$ cat src/rtl/ifetch_mem_responder.sv
// Instruction-fetch memory responder: reads four bytes from a byte-wide synchronous RAM and
// returns a little-endian word. Optional RVC early completion under IFR_COMPRESSED_SHORTCUT_EN.
module ifetch_mem_responder #(
    parameter int ADDR_W  = 32,
    parameter int MEM_LAT = 1
) (
    input  logic              clk,
    input  logic              rst,
    input  logic              req_valid,
    input  logic [ADDR_W-1:0] req_addr,
    input  logic              flush,
    input  logic [7:0]        mem_din,
    output logic [ADDR_W-1:0] mem_a,
    output logic              mem_rd_en,
    output logic [31:0]       data,
    output logic              data_ready,
    output logic              busy
);

    typedef enum logic [1:0] {IDLE, ISSUE, COLLECT, DRAIN} state_e;

    typedef struct packed {
        logic       vld;
        logic [1:0] idx;
    } cap_t;

    state_e                    state_q;
    logic [ADDR_W-1:0]         mem_a_q;
    logic                      mem_rd_en_q;
    logic [1:0]                issue_idx_q;
    logic [23:0]               asm_q;
    logic [31:0]               data_q;
    logic                      data_ready_q;
    logic                      busy_q;
    cap_t [MEM_LAT-1:0]        pipe_q;
    cap_t [MEM_LAT-1:0]        pipe_d;
    cap_t                      cap;
`ifdef IFR_COMPRESSED_SHORTCUT_EN
    logic                      short_q;
    logic                      pipe_live_d;
`endif

    // Each read presented this cycle enters the pipe; its byte arrives MEM_LAT cycles later.
    always_comb begin
        pipe_d[0].vld = mem_rd_en_q;
        pipe_d[0].idx = issue_idx_q;
        for (int i = 1; i < MEM_LAT; i++) begin
            pipe_d[i] = pipe_q[i-1];
        end
    end

    assign cap = pipe_q[MEM_LAT-1];

`ifdef IFR_COMPRESSED_SHORTCUT_EN
    always_comb begin
        pipe_live_d = 1'b0;
        for (int i = 0; i < MEM_LAT; i++) begin
            pipe_live_d = pipe_live_d | pipe_d[i].vld;
        end
    end
`endif

    always_ff @(posedge clk) begin
        // NOTE: data_ready defaults low every cycle, so any branch that raises it yields a one-cycle pulse.
        data_ready_q <= 1'b0;
        if (rst) begin
            state_q     <= IDLE;
            mem_a_q     <= '0;
            mem_rd_en_q <= 1'b0;
            issue_idx_q <= 2'd0;
            asm_q       <= '0;
            data_q      <= '0;
            busy_q      <= 1'b0;
            pipe_q      <= '0;
`ifdef IFR_COMPRESSED_SHORTCUT_EN
            short_q     <= 1'b0;
`endif
        end else if (flush) begin
            state_q     <= IDLE;
            mem_rd_en_q <= 1'b0;
            busy_q      <= 1'b0;
            pipe_q      <= '0;
        end else begin
            pipe_q <= pipe_d;
            unique case (state_q)
                IDLE: begin
                    if (req_valid) begin
                        mem_a_q     <= req_addr;
                        mem_rd_en_q <= 1'b1;
                        issue_idx_q <= 2'd0;
                        busy_q      <= 1'b1;
                        state_q     <= ISSUE;
`ifdef IFR_COMPRESSED_SHORTCUT_EN
                        short_q     <= 1'b0;
`endif
                    end
                end
                ISSUE: begin
                    if (issue_idx_q == 2'd3) begin
                        mem_rd_en_q <= 1'b0;
                        state_q     <= COLLECT;
                    end else begin
                        mem_a_q     <= mem_a_q + ADDR_W'(1);
                        issue_idx_q <= issue_idx_q + 2'd1;
                    end
                end
                COLLECT: begin
                end
                DRAIN: begin
`ifdef IFR_COMPRESSED_SHORTCUT_EN
                    if (!pipe_live_d) begin
                        state_q <= IDLE;
                        busy_q  <= 1'b0;
                    end
`endif
                end
                default: state_q <= IDLE;
            endcase

            // Returning bytes override the issue decisions above when they end the fetch early.
            if (cap.vld && state_q != DRAIN && state_q != IDLE) begin
                unique case (cap.idx)
                    2'd0: begin
                        asm_q[7:0] <= mem_din;
`ifdef IFR_COMPRESSED_SHORTCUT_EN
                        if (mem_din[1:0] != 2'b11) begin
                            short_q <= 1'b1;
                            if (state_q == ISSUE) begin
                                mem_rd_en_q <= 1'b0;
                                mem_a_q     <= mem_a_q;
                                issue_idx_q <= issue_idx_q;
                                state_q     <= COLLECT;
                            end
                        end
`endif
                    end
                    2'd1: begin
                        asm_q[15:8] <= mem_din;
`ifdef IFR_COMPRESSED_SHORTCUT_EN
                        if (short_q) begin
                            data_q       <= {16'h0000, mem_din, asm_q[7:0]};
                            data_ready_q <= 1'b1;
                            if (pipe_live_d) begin
                                state_q <= DRAIN;
                            end else begin
                                state_q <= IDLE;
                                busy_q  <= 1'b0;
                            end
                        end
`endif
                    end
                    2'd2: asm_q[23:16] <= mem_din;
                    2'd3: begin
                        data_q       <= {mem_din, asm_q};
                        data_ready_q <= 1'b1;
                        busy_q       <= 1'b0;
                        state_q      <= IDLE;
                    end
                    default: begin
                    end
                endcase
            end
        end
    end

    assign mem_a      = mem_a_q;
    assign mem_rd_en  = mem_rd_en_q;
    assign data       = data_q;
    assign data_ready = data_ready_q;
    assign busy       = busy_q;

endmodule
$ cat config.mk
export PLATFORM = sky130hd
export DESIGN_NAME = ifetch_mem_responder
export DESIGN_NICKNAME = d
export VERILOG_FILES = /design/src/rtl/ifetch_mem_responder.sv
export SDC_FILE = /design/constraint.sdc
export NUM_CORES = 1
export LEC_CHECK = 0
export ABC_AREA = 1
export CORE_ASPECT_RATIO = 0.75
export CORE_MARGIN = 4
export CORE_UTILIZATION = 50
export DETAILED_ROUTE_END_ITERATION = 12
export PLACE_DENSITY = 0.8
export SLEW_MARGIN = 20
export SYNTH_ARGS = -nofsm -noshare
export SYNTH_HDL_FRONTEND = slang
export SYNTH_SLANG_ARGS = --single-unit
export TNS_END_PERCENT = 10
$ cat constraint.sdc
create_clock -name clk -period 1.65 [get_ports clk]
set_input_delay 0.33 -clock clk [delete_from_list [all_inputs] [get_ports clk]]
set_output_delay 0.33 -clock clk [all_outputs]
set_load 0.005 [all_outputs]
Word level (Yosys, flattened, before mapping) --
Cells that the tools add are included.
Storage, ports and cells: register bits after elaboration 98, input bits 44, output and inout bits 67
Cells by class: $add $sub $neg 2, eq/ne operators 9, mux-type cells 19, bitwise logic cells 2, reductions and logical operators 14
Operators by type and width (number):
- two-way mux 32 bit | 2
- one-hot mux 32 bit (2 select lines) | 1
- adder 32 x 1 -> 32 bit, second input constant | 1
- AND reduction 3 bit | 5
- two-way mux 2 bit | 6
- inequality test 2 bit, second input constant | 4
- one-hot mux 2 bit (2 select lines) | 2
- two-way mux 1 bit | 7
- equality test 2 bit, second input constant | 3
- equality test 2 x 1 -> 1 bit, second input constant | 2
- logical NOT 2 bit | 2
- AND reduction 4 bit | 1
- nonzero test 2 bit | 2
- OR reduction 3 bit | 1
- adder 2 x 1 -> 2 bit, second input constant | 1
- logical AND 1 bit | 2
- NOT 1 bit | 2
- one-hot mux 1 bit (2 select lines) | 1
- OR reduction 2 bit | 1

Logic depth before layout (Yosys ltp) --
Gate-level depths: netlist of the first run.
depth after elaboration 5, gate-level depth with buffers 10, mapped depth without buffers 10

Worst setup path before layout of the first run --
Ideal clock, no wire load.
kind reg-to-reg, start register mem_a_q[0] (netlist: mem_a[0]), end register mem_a_q[30] (netlist: mem_a[30]), setup time 0.134 ns, arrival 1.312 ns, data required time 1.516 ns, slack 0.204 ns, cell stages (with the launch flop) 11, buffers on the path 0, cell sequence dfxtp_1 ha_1 nand2_2 nor2_4 nand2_1 nor2_2 nand2_1 nand2_1 nand3_1 nand2_1 a21oi_1
Between the ends: longest elaborated chain between the ends 3
Ends and longest elaborated chain:
- start: declaration | RTL line 28 | logic [ADDR_W-1:0] mem_a_q;
- start signal: assignment | RTL line 88 | mem_a_q <= req_addr;
- start signal: assignment | RTL line 103 | mem_a_q <= mem_a_q + ADDR_W'(1);
- adder 32 x 1 -> 32 bit | RTL line 103
- two-way mux 32 bit | RTL line 99 | if (issue_idx_q == 2'd3) begin
- one-hot mux 32 bit (2 select lines) | RTL line 85 | unique case (state_q)
No other way between the ends. The select of a mux whose other input is x is not followed. A chain may end at the register's enable or synchronous reset.

Final worst setup path of the first run --
start register mem_a_q[11] (netlist: mem_a[11]), end output mem_a[11]
RTL lines:
- end: declaration | RTL line 13 | output logic [ADDR_W-1:0] mem_a,
No word-level cell between the ends.

==> flow_summary.json, run 1 <==
{
  "crit_path_max_incr_delay_ns": 0.54,
  "vias": 5098,
  "maxCapViolations": 0,
  "synth_fp_nets": 765,
  "cts_hold_buf": 0,
  "fin_nets": 874,
  "root_buffer": "clkbuf_16",
  "synth_xor_area_share_pct": 0.368,
  "cp-start-kind": "register",
  "grt_overflow_total": 0,
  "criticalPathCategory": "reg2out",
  "finalClockSkew_ns": 0.0114,
  "cp_slowest_cell": "clkdlybuf4s50_1",
  "slew_headroom_pct": 78.0,
  "slew_violations": 0,
  "ioPinCount": 111,
  "cts_tree": "built",
  "finalCritPeriodShare_pct": 98.1,
  "synth_compound_area_share_pct": 14.2,
  "synth_mux_area_share_pct": 0,
  "min_path_type": "reg2reg",
  "setup_viol": 0,
  "ys_types": 31,
  "routabilityCongestion": 0.949,
  "yosys_warnings": 0,
  "clkSinkCount": 98,
  "layout_setup_ws_ns": 0.0315,
  "status": "finished clean",
  "critPathRequiredTime_ns": 1.32,
  "total_power_mw": 5.33,
  "dp_slack_ns": -0.206,
  "numCtsBuffers": 9,
  "firstDrtPassIters": 6,
  "ant_nets": 0,
  "rsz0062_at_grt": "yes",
  "hold_ws_ns": 0.462,
  "die_h_um": 92.5,
  "path_max_fanout": 5,
  "dpl.hpwl_um": 9900,
  "diodes": 0,
  "synthAdderAreaFrac_pct": 0.526,
  "cp_data_arrival_time_ns": 1.29,
  "clk_pin_slew_worst_paths_ns": 0.07,
  "tightest_slew_ns": 0.330,
  "end_kind": "output port",
  "die-area_mm2": 0.0112,
  "grt_usage_pct": 24.5,
  "synth.ff_latch_count": 98,
  "layout_common_cells": "nand2_1, clkdlybuf4s50_1, nor2_1, a21oi_1, dfxtp_1",
  "p_leak_nw": 2.27,
  "drtIter0Drc": 484,
  "min_period_ns": 1.62,
  "cts_buffer_depth": 2,
  "netlist_area_mm2": 0.00476,
  "portBuffers": 110,
  "synth-simple-area-share_pct": 36.5,
  "clk_latency_ns": 0.35,
  "ys_seq_area_share_pct": 41.3,
  "initial_core_util_pct": 51.9,
  "fp.dieW_um": 121,
  "postLayoutCoreUtil_pct": 70.7,
  "drc": 0,
  "syn_to_final_growth_pct": 36.1,
  "max_freq_mhz": 618,
  "critPathTopFamily": "buffers and inverters",
  "fin_area_mm2": 0.00647,
  "ir_worst_vdd_v": 0.000734,
  "grt_pass1_wl_um": 22500,
  "critPathBufInv": 1,
  "via_per_inst": 5.30,
  "synthCells": 719,
  "htree_levels": 3,
  "coreArea_mm2": 0.00916,
  "cp_cell_sequence": "clkdlybuf4s50_1",
  "synth_area_per_cell_um2": 6.61,
  "placed_area_mm2": 0.00607,
  "final_common_cell": "nand2_1",
  "wl_um": 13900,
  "grt_max_degree": 58,
  "wl_per_cell_um": 14.5,
  "cts_setup_buffers": 0,
  "placementRows": 30,
  "antenna_found_initial": 0,
  "finalHoldViolCount": 0,
  "drive_above_1_share_pct": 11.9,
  "synth_top_family_by_area": "simple AND/OR/NAND/NOR gates",
  "powerDensity_mw_per_mm2": 824,
  "grt_pass1_vias": 4778
}
## tightest hold or removal path, stage by stage (launching register included)
cell and delay, ns:
dfxtp_1 0.31, nand2_1 0.06, a21oi_1 0.05
## cells by family (layout without fill, tap and decap cells)
family,after synthesis,in the layout
XOR/XNOR,2,2
buffers and inverters,83,197
flip-flops,98,98
AND/OR/NAND/NOR,409,409
adder cells (fa/ha/maj),2,2
AO/OA/AOI/OAI,125,125
## where the power goes
group | switching [mW] | internal (mW)
clock | 1.02 | 1.22
sequential | 0.0741 | 2.43
combinational | 0.290 | 0.296
total | 1.39 | 3.95
## state kept, by name, indices dropped and copies added, names as in the netlist
register and count:
state_q 2, busy 1, data_ready 1, asm_q 24, mem_rd_en 1, data 32, mem_a 32, cap 3
issue_idx_q 2
## stage by stage
step                      TNS (ns)  instances
after floorplan                  0        719
after global placement       -1.93        945
after detailed placement     -5.26        945
after CTS                        0        961
after global routing       -0.0428        961
final                            0        961
## cell usage after synthesis (all sizes together)
master    n  area share, %
nand3    61            6.5
clkbuf   15            1.2
xnor2     2           0.37
nand3b    4           0.63
nand4     1           0.45
nor2    113             10
nand2   224             18
dfxtp    98             41
a31oi     1           0.13
buf      18            2.1
o21bai    1           0.16
a21oi    83            8.8
o21ai    24            2.5
clkinv    1          0.079
inv      49            3.9
a22o      1           0.18
o31ai     3           0.47
ha        2           0.53
or2       1           0.13
a211oi   12            1.9
nor3      5           0.63
## timing repair
action | in CTS | in global routing
gates resized for setup | 14 | 29
pin swaps | 0 | 2
endpoints found under the setup margin | 14 | 40
## per-layer routing
metal | global-route usage, % | vias to the layer above | wire length (um)
met5 | 0 | - | 0
met4 | 6.04 | 0 | 184
met3 | 6.65 | 24 | 1130
met2 | 38.4 | 202 | 6390
met1 | 33.5 | 2340 | 6240
li1 | - | 2532 | -
## cell type report
class,instances,area [um^2]
fillers,777,2690
multi-input cells,538,2490
flip-flops and latches,98,2000
repair buffers,131,1310
clock buffers,9,225
inverters,50,188
well taps,128,160
clock inverters,7,95.1
## worst paths after layout
kind          endpoint  cells after the start  slack, ns  startpoint
max          mem_a[11]                      1       0.03   mem_a[11]
min           data[26]                      2       0.46    data[26]
max reg2reg  mem_a[30]                      9       0.13    mem_a[0]
min reg2reg   data[26]                      2       0.46    data[26]
Power figures use the tool's default switching activity.
==> inputs of run 2 (changes only) <==
CORE_UTILIZATION = 35   (was 50)
PLACE_DENSITY = default   (was 0.8)
SLEW_MARGIN = default   (was 20)
==> run 2 against run 1 <==
  * Clock skew fell by 0.0029 ns
  * Final area increased by 3.2%
  * Highest routed layer unchanged
  * Sequential cell count is the same
  * Clock power decreased by 2%
  * Sequential share of layout area down 0.90 points
  * Die area is 39% higher
  * Maximum frequency rose by 0.96%
  * Largest power group unchanged
  * Critical path depth did not move
  * Critical path type unchanged
==> flow_summary.json, run 2 (synthesis gave the netlist of run 1 again) <==
{
  "wl_per_cell_um": 14.0,
  "drive_above_1_share_pct": 14.3,
  "fp.dieW_um": 143,
  "maxCapViolations": 0,
  "finalHoldViolCount": 0,
  "slew_headroom_pct": 79.0,
  "dpl.hpwl_um": 10400,
  "htree_levels": 3,
  "cp_slowest_cell": "clkdlybuf4s50_1",
  "grt_pass1_wl_um": 22900,
  "ir_worst_vdd_v": 0.000564,
  "powerDensity_mw_per_mm2": 797,
  "min_period_ns": 1.60,
  "numCtsBuffers": 9,
  "initial_core_util_pct": 36.2,
  "finalCritPeriodShare_pct": 97.2,
  "critPathRequiredTime_ns": 1.32,
  "syn_to_final_growth_pct": 40.4,
  "final_cells": 1017,
  "setup_tns_ns": 0,
  "grt_pass1_vias": 4605,
  "rsz0062_at_grt": "yes",
  "drc": 0,
  "end_kind": "output port",
  "max_freq_mhz": 624,
  "min_path_type": "in2reg",
  "grt_max_degree": 64,
  "root_buffer": "clkbuf_16",
  "cts_tree": "built",
  "coreArea_mm2": 0.0132,
  "slew_violations": 0,
  "status": "finished clean",
  "placed_area_mm2": 0.00625,
  "grt_overflow_total": 0,
  "finalClockSkew_ns": 0.00843,
  "critPathTopFamily": "buffers and inverters",
  "grt_usage_pct": 18.2,
  "ant_nets": 0,
  "seq_area_mm2": 0.00200,
  "wl_um": 14200,
  "setup_viol": 0,
  "diodes": 0,
  "final_common_cell": "nand2_1",
  "path_max_fanout": 6,
  "drtIter0Drc": 385,
  "layout_common_cells": "nand2_1, clkdlybuf4s50_1, nor2_1, a21oi_1, dfxtp_1",
  "p_leak_nw": 2.44,
  "antenna_found_initial": 0,
  "total_power_mw": 5.32,
  "fin_area_mm2": 0.00668,
  "vias": 4956,
  "crit_path_max_incr_delay_ns": 0.53,
  "cp_cell_sequence": "clkdlybuf4s50_1",
  "criticalPathCategory": "reg2out",
  "ioPinCount": 111,
  "dp_cells": 1001,
  "die-area_mm2": 0.0155,
  "cp-start-kind": "register",
  "multi_input_area_mm2": 0.00251,
  "placementRows": 36,
  "critPathBufInv": 1,
  "cts_buffer_depth": 2,
  "firstDrtPassIters": 4,
  "clkSinkCount": 98,
  "clk_pin_slew_worst_paths_ns": 0.07,
  "die_h_um": 109,
  "clk_latency_ns": 0.34,
  "cp_data_arrival_time_ns": 1.27,
  "fin_nets": 887,
  "tightest_slew_ns": 0.314,
  "portBuffers": 110,
  "via_per_inst": 4.87,
  "routabilityCongestion": 0.869,
  "nFillCells": 1315
}
## run 2: cell types whose count changed in the layout (fill, tap and decap cells not counted), moves of 4 or more
| cell | change |
|---|---|
| dfxtp_1 | -5 |
| buf_4 | +10 |
| clkdlybuf4s50_1 | -7 |
| dfxtp_2 | +6 |
| dlymetal6s2s_1 | +4 |
## run 2: final cells by class
class                           instances  area share [%]
Sequential cell                        98            30.0
Timing Repair Buffer                  144            21.8
Clock inverter                          7            1.29
Inverter                               50            2.85
Multi-Input combinational cell        538            37.5
Tap cell                              171            3.20
Clock buffer                            9            3.37
## run 2: final timing paths
path / startpoint / end / slack (ns) / cells past startpoint
setup / recovery: mem_a[17] / mem_a[17] / 0.05 / 1
hold / removal: rst / mem_a[3] / 0.37 / 2
setup reg to reg: issue_idx_q[0] / mem_a[23] / 0.11 / 8
hold reg to reg: mem_rd_en / cap[2] / 0.46 / 2
## run 2: layer usage
metal  global-route usage (%)  part of all wire [%]
met2                     26.9                    42
met5                        0                     0
met3                     5.04                   7.3
met1                     26.5                    50
met4                     3.87                  0.96
## run 2: stage by stage
step	hold WS, ns	utilization (%)	worst slack, ns
CTS	0.342	50.2	0.0000218
floorplan	0.434	-	0.204
detailed placement	0.451	47.6	-0.240
global route	0.372	50.8	-0.0116
global placement	0.447	47.6	-0.149
finish	0.371	50.8	0.0470
## run 2: report_power, final
part | leakage [nW] | internal [mW] | switching [mW] | total (mW)
Combinational | 1.48 | 0.321 | 0.298 | 0.620
Clock | 0.150 | 1.21 | 0.997 | 2.20
Sequential | 0.808 | 2.43 | 0.0700 | 2.50
## run 2: timing repair
| item | 4_1_cts | 5_1_grt |
|---|---|---|
| setup endpoints to repair | 24 | 38 |
| hold buffers | 0 | 0 |
| pin swaps | 0 | 3 |
| gates resized for setup | 26 | 33 |
| setup buffers | 0 | 0 |
==> inputs of run 3 (changes only) <==
CELL_PAD_IN_SITES_DETAIL_PLACEMENT = 0   (was default)
CELL_PAD_IN_SITES_GLOBAL_PLACEMENT = 1   (was default)
CORE_UTILIZATION = 31   (was 35)
PLACE_DENSITY_LB_ADDON = 0.1   (was default)
clock period = 1.4 ns   (was 1.65 ns; I/O delays follow)
==> run 3 against run 2 <==
  * The flow now finishes with violations (setup timing)
  * Count of clock-buffer cells in the layout unchanged
  * Via count rose by 4.8%
  * Final area up 9.1%
  * Global-route usage is 0.48 points higher
  * Largest cell class unchanged
==> flow_summary.json, run 3 (synthesis gave the netlist of run 1 again) <==
{
  "dpl.hpwl_um": 11400,
  "max_freq_mhz": 643,
  "vias": 5196,
  "switching_share_pct": 26.1,
  "fin_area_mm2": 0.00728,
  "critPathRequiredTime_ns": 1.62,
  "finalHoldViolCount": 0,
  "power_frac_clock_pct": 40.9,
  "cts_tree": "built",
  "violations": "setup timing",
  "critPathTopFamily": "simple AND/OR/NAND/NOR gates",
  "finalCritPeriodShare_pct": 111,
  "worstRegToRegCells": 10,
  "pwr-share-comb_pct": 13.0,
  "ioPinCount": 111,
  "powerDensity_mw_per_mm2": 867,
  "cts_buffer_depth": 2,
  "clk_pin_slew_worst_paths_ns": 0.07,
  "diodes": 0,
  "holdPathStages": 2,
  "status": "finished with violations",
  "nFillCells": 1522,
  "initial_core_util_pct": 32.3,
  "setup_viol": 24,
  "cp_cell_sequence": "buf_4, nand2_2, nor2_4, nand2_4, nor2_4, nand2_1, nand2_1, nand3_1, nand2_1, a21oi_1",
  "ir_worst_vdd_v": 0.000566,
  "firstDrtPassIters": 4,
  "coreArea_mm2": 0.0147,
  "slew_headroom_pct": 75.9,
  "p_leak_nw": 2.97,
  "finalClockSkew_ns": 0.00887,
  "critPathBufInv": 1,
  "dp_slack_ns": -0.409,
  "total_power_mw": 6.31,
  "final_common_cell": "nand2_1",
  "numCtsBuffers": 9,
  "layout_common_cells": "nand2_1, nor2_1, buf_4, a21oi_1, dlygate4sd2_1",
  "worst_path_most_repeated_cell": "nand2_1",
  "cp_slowest_cell": "dfxtp_2",
  "grt_pass1_wl_um": 25700,
  "portBuffers": 110,
  "clk_latency_ns": 0.35,
  "die_h_um": 115,
  "cts_hold_buf": 0,
  "placed_area_mm2": 0.00660,
  "grt_usage_pct": 18.7,
  "via_per_inst": 4.72,
  "slew_violations": 0,
  "placementRows": 38,
  "routabilityCongestion": 0.840,
  "cp_data_arrival_time_ns": 1.78,
  "setup_tns_ns": -1.42,
  "min_period_ns": 1.56,
  "syn_to_final_growth_pct": 53.1,
  "antenna_found_initial": 0,
  "multi_input_area_mm2": 0.00270,
  "cp-start-kind": "register",
  "drtIter0Drc": 315,
  "min_path_type": "in2reg",
  "wl_per_cell_um": 14.4,
  "end_kind": "register",
  "grt_pass1_vias": 4999,
  "tightest_slew_ns": 0.361,
  "layout_setup_ws_ns": -0.155,
  "drive_above_1_share_pct": 25.3,
  "htree_levels": 3,
  "maxCapViolations": 0,
  "path_depth": 10,
  "crit_path_max_incr_delay_ns": 0.35,
  "root_buffer": "clkbuf_16",
  "fp.dieW_um": 151,
  "wl_um": 15800,
  "grt_max_degree": 50,
  "rsz0062_at_grt": "yes",
  "fin_nets": 943,
  "clkSinkCount": 98,
  "die-area_mm2": 0.0174,
  "grt_overflow_total": 0,
  "p_switching_mw": 1.64,
  "postLayoutCoreUtil_pct": 49.4,
  "path_max_fanout": 7,
  "p_int_mw": 4.67,
  "power_frac_seq_pct": 46.2,
  "ant_nets": 0,
  "seq_area_mm2": 0.00204,
  "criticalPathCategory": "reg2reg",
  "drc": 0
}
run 3: layer usage:
metal  GRT usage (%)  vias up  share of wire, %
met5               0        -                 0
met4            3.44        0              0.67
met3            4.02        9               6.2
met2            26.8      117                41
met1            28.8     2397                52
li1                -     2673                 -
run 3: worst paths after layout:
check / startpoint / to / slack (ns)
max: mem_a[0] / mem_a[19] / -0.16
min: rst / issue_idx_q[1] / 0.26
max reg2reg: mem_a[0] / mem_a[19] / -0.16
min reg2reg: data[17] / data[17] / 0.46
run 3: layout make-up:
cell class / count / area share, %
clock buffers: 9 / 3.09
clock inverters: 7 / 1.05
inverters: 50 / 2.75
multi-input cells: 538 / 37.1
flip-flops and latches: 98 / 28.0
well taps: 200 / 3.44
repair buffers: 200 / 24.6
run 3: power groups by stage:
stage                     Clock [mW]  Sequential (mW)  Combinational, mW
after floorplan                    0             2.99              0.312
after global placement             0             2.99              0.769
after detailed placement           0             2.99              0.779
after CTS                       2.65             2.92              0.808
after global routing            2.75             2.93              0.908
final                           2.58             2.92              0.817
run 3: timing repair:
action	in CTS	in global routing
setup endpoints to repair	157	96
pin swaps	9	13
setup buffers	13	1
resized for setup	142	61
run 3: metrics by stage:
stage                     hold slack (ns)  instances
final                               0.259       1102
after global routing                0.258       1102
after CTS                           0.243       1101
after detailed placement            0.451       1072
after global placement              0.448       1072
after floorplan                     0.425        719
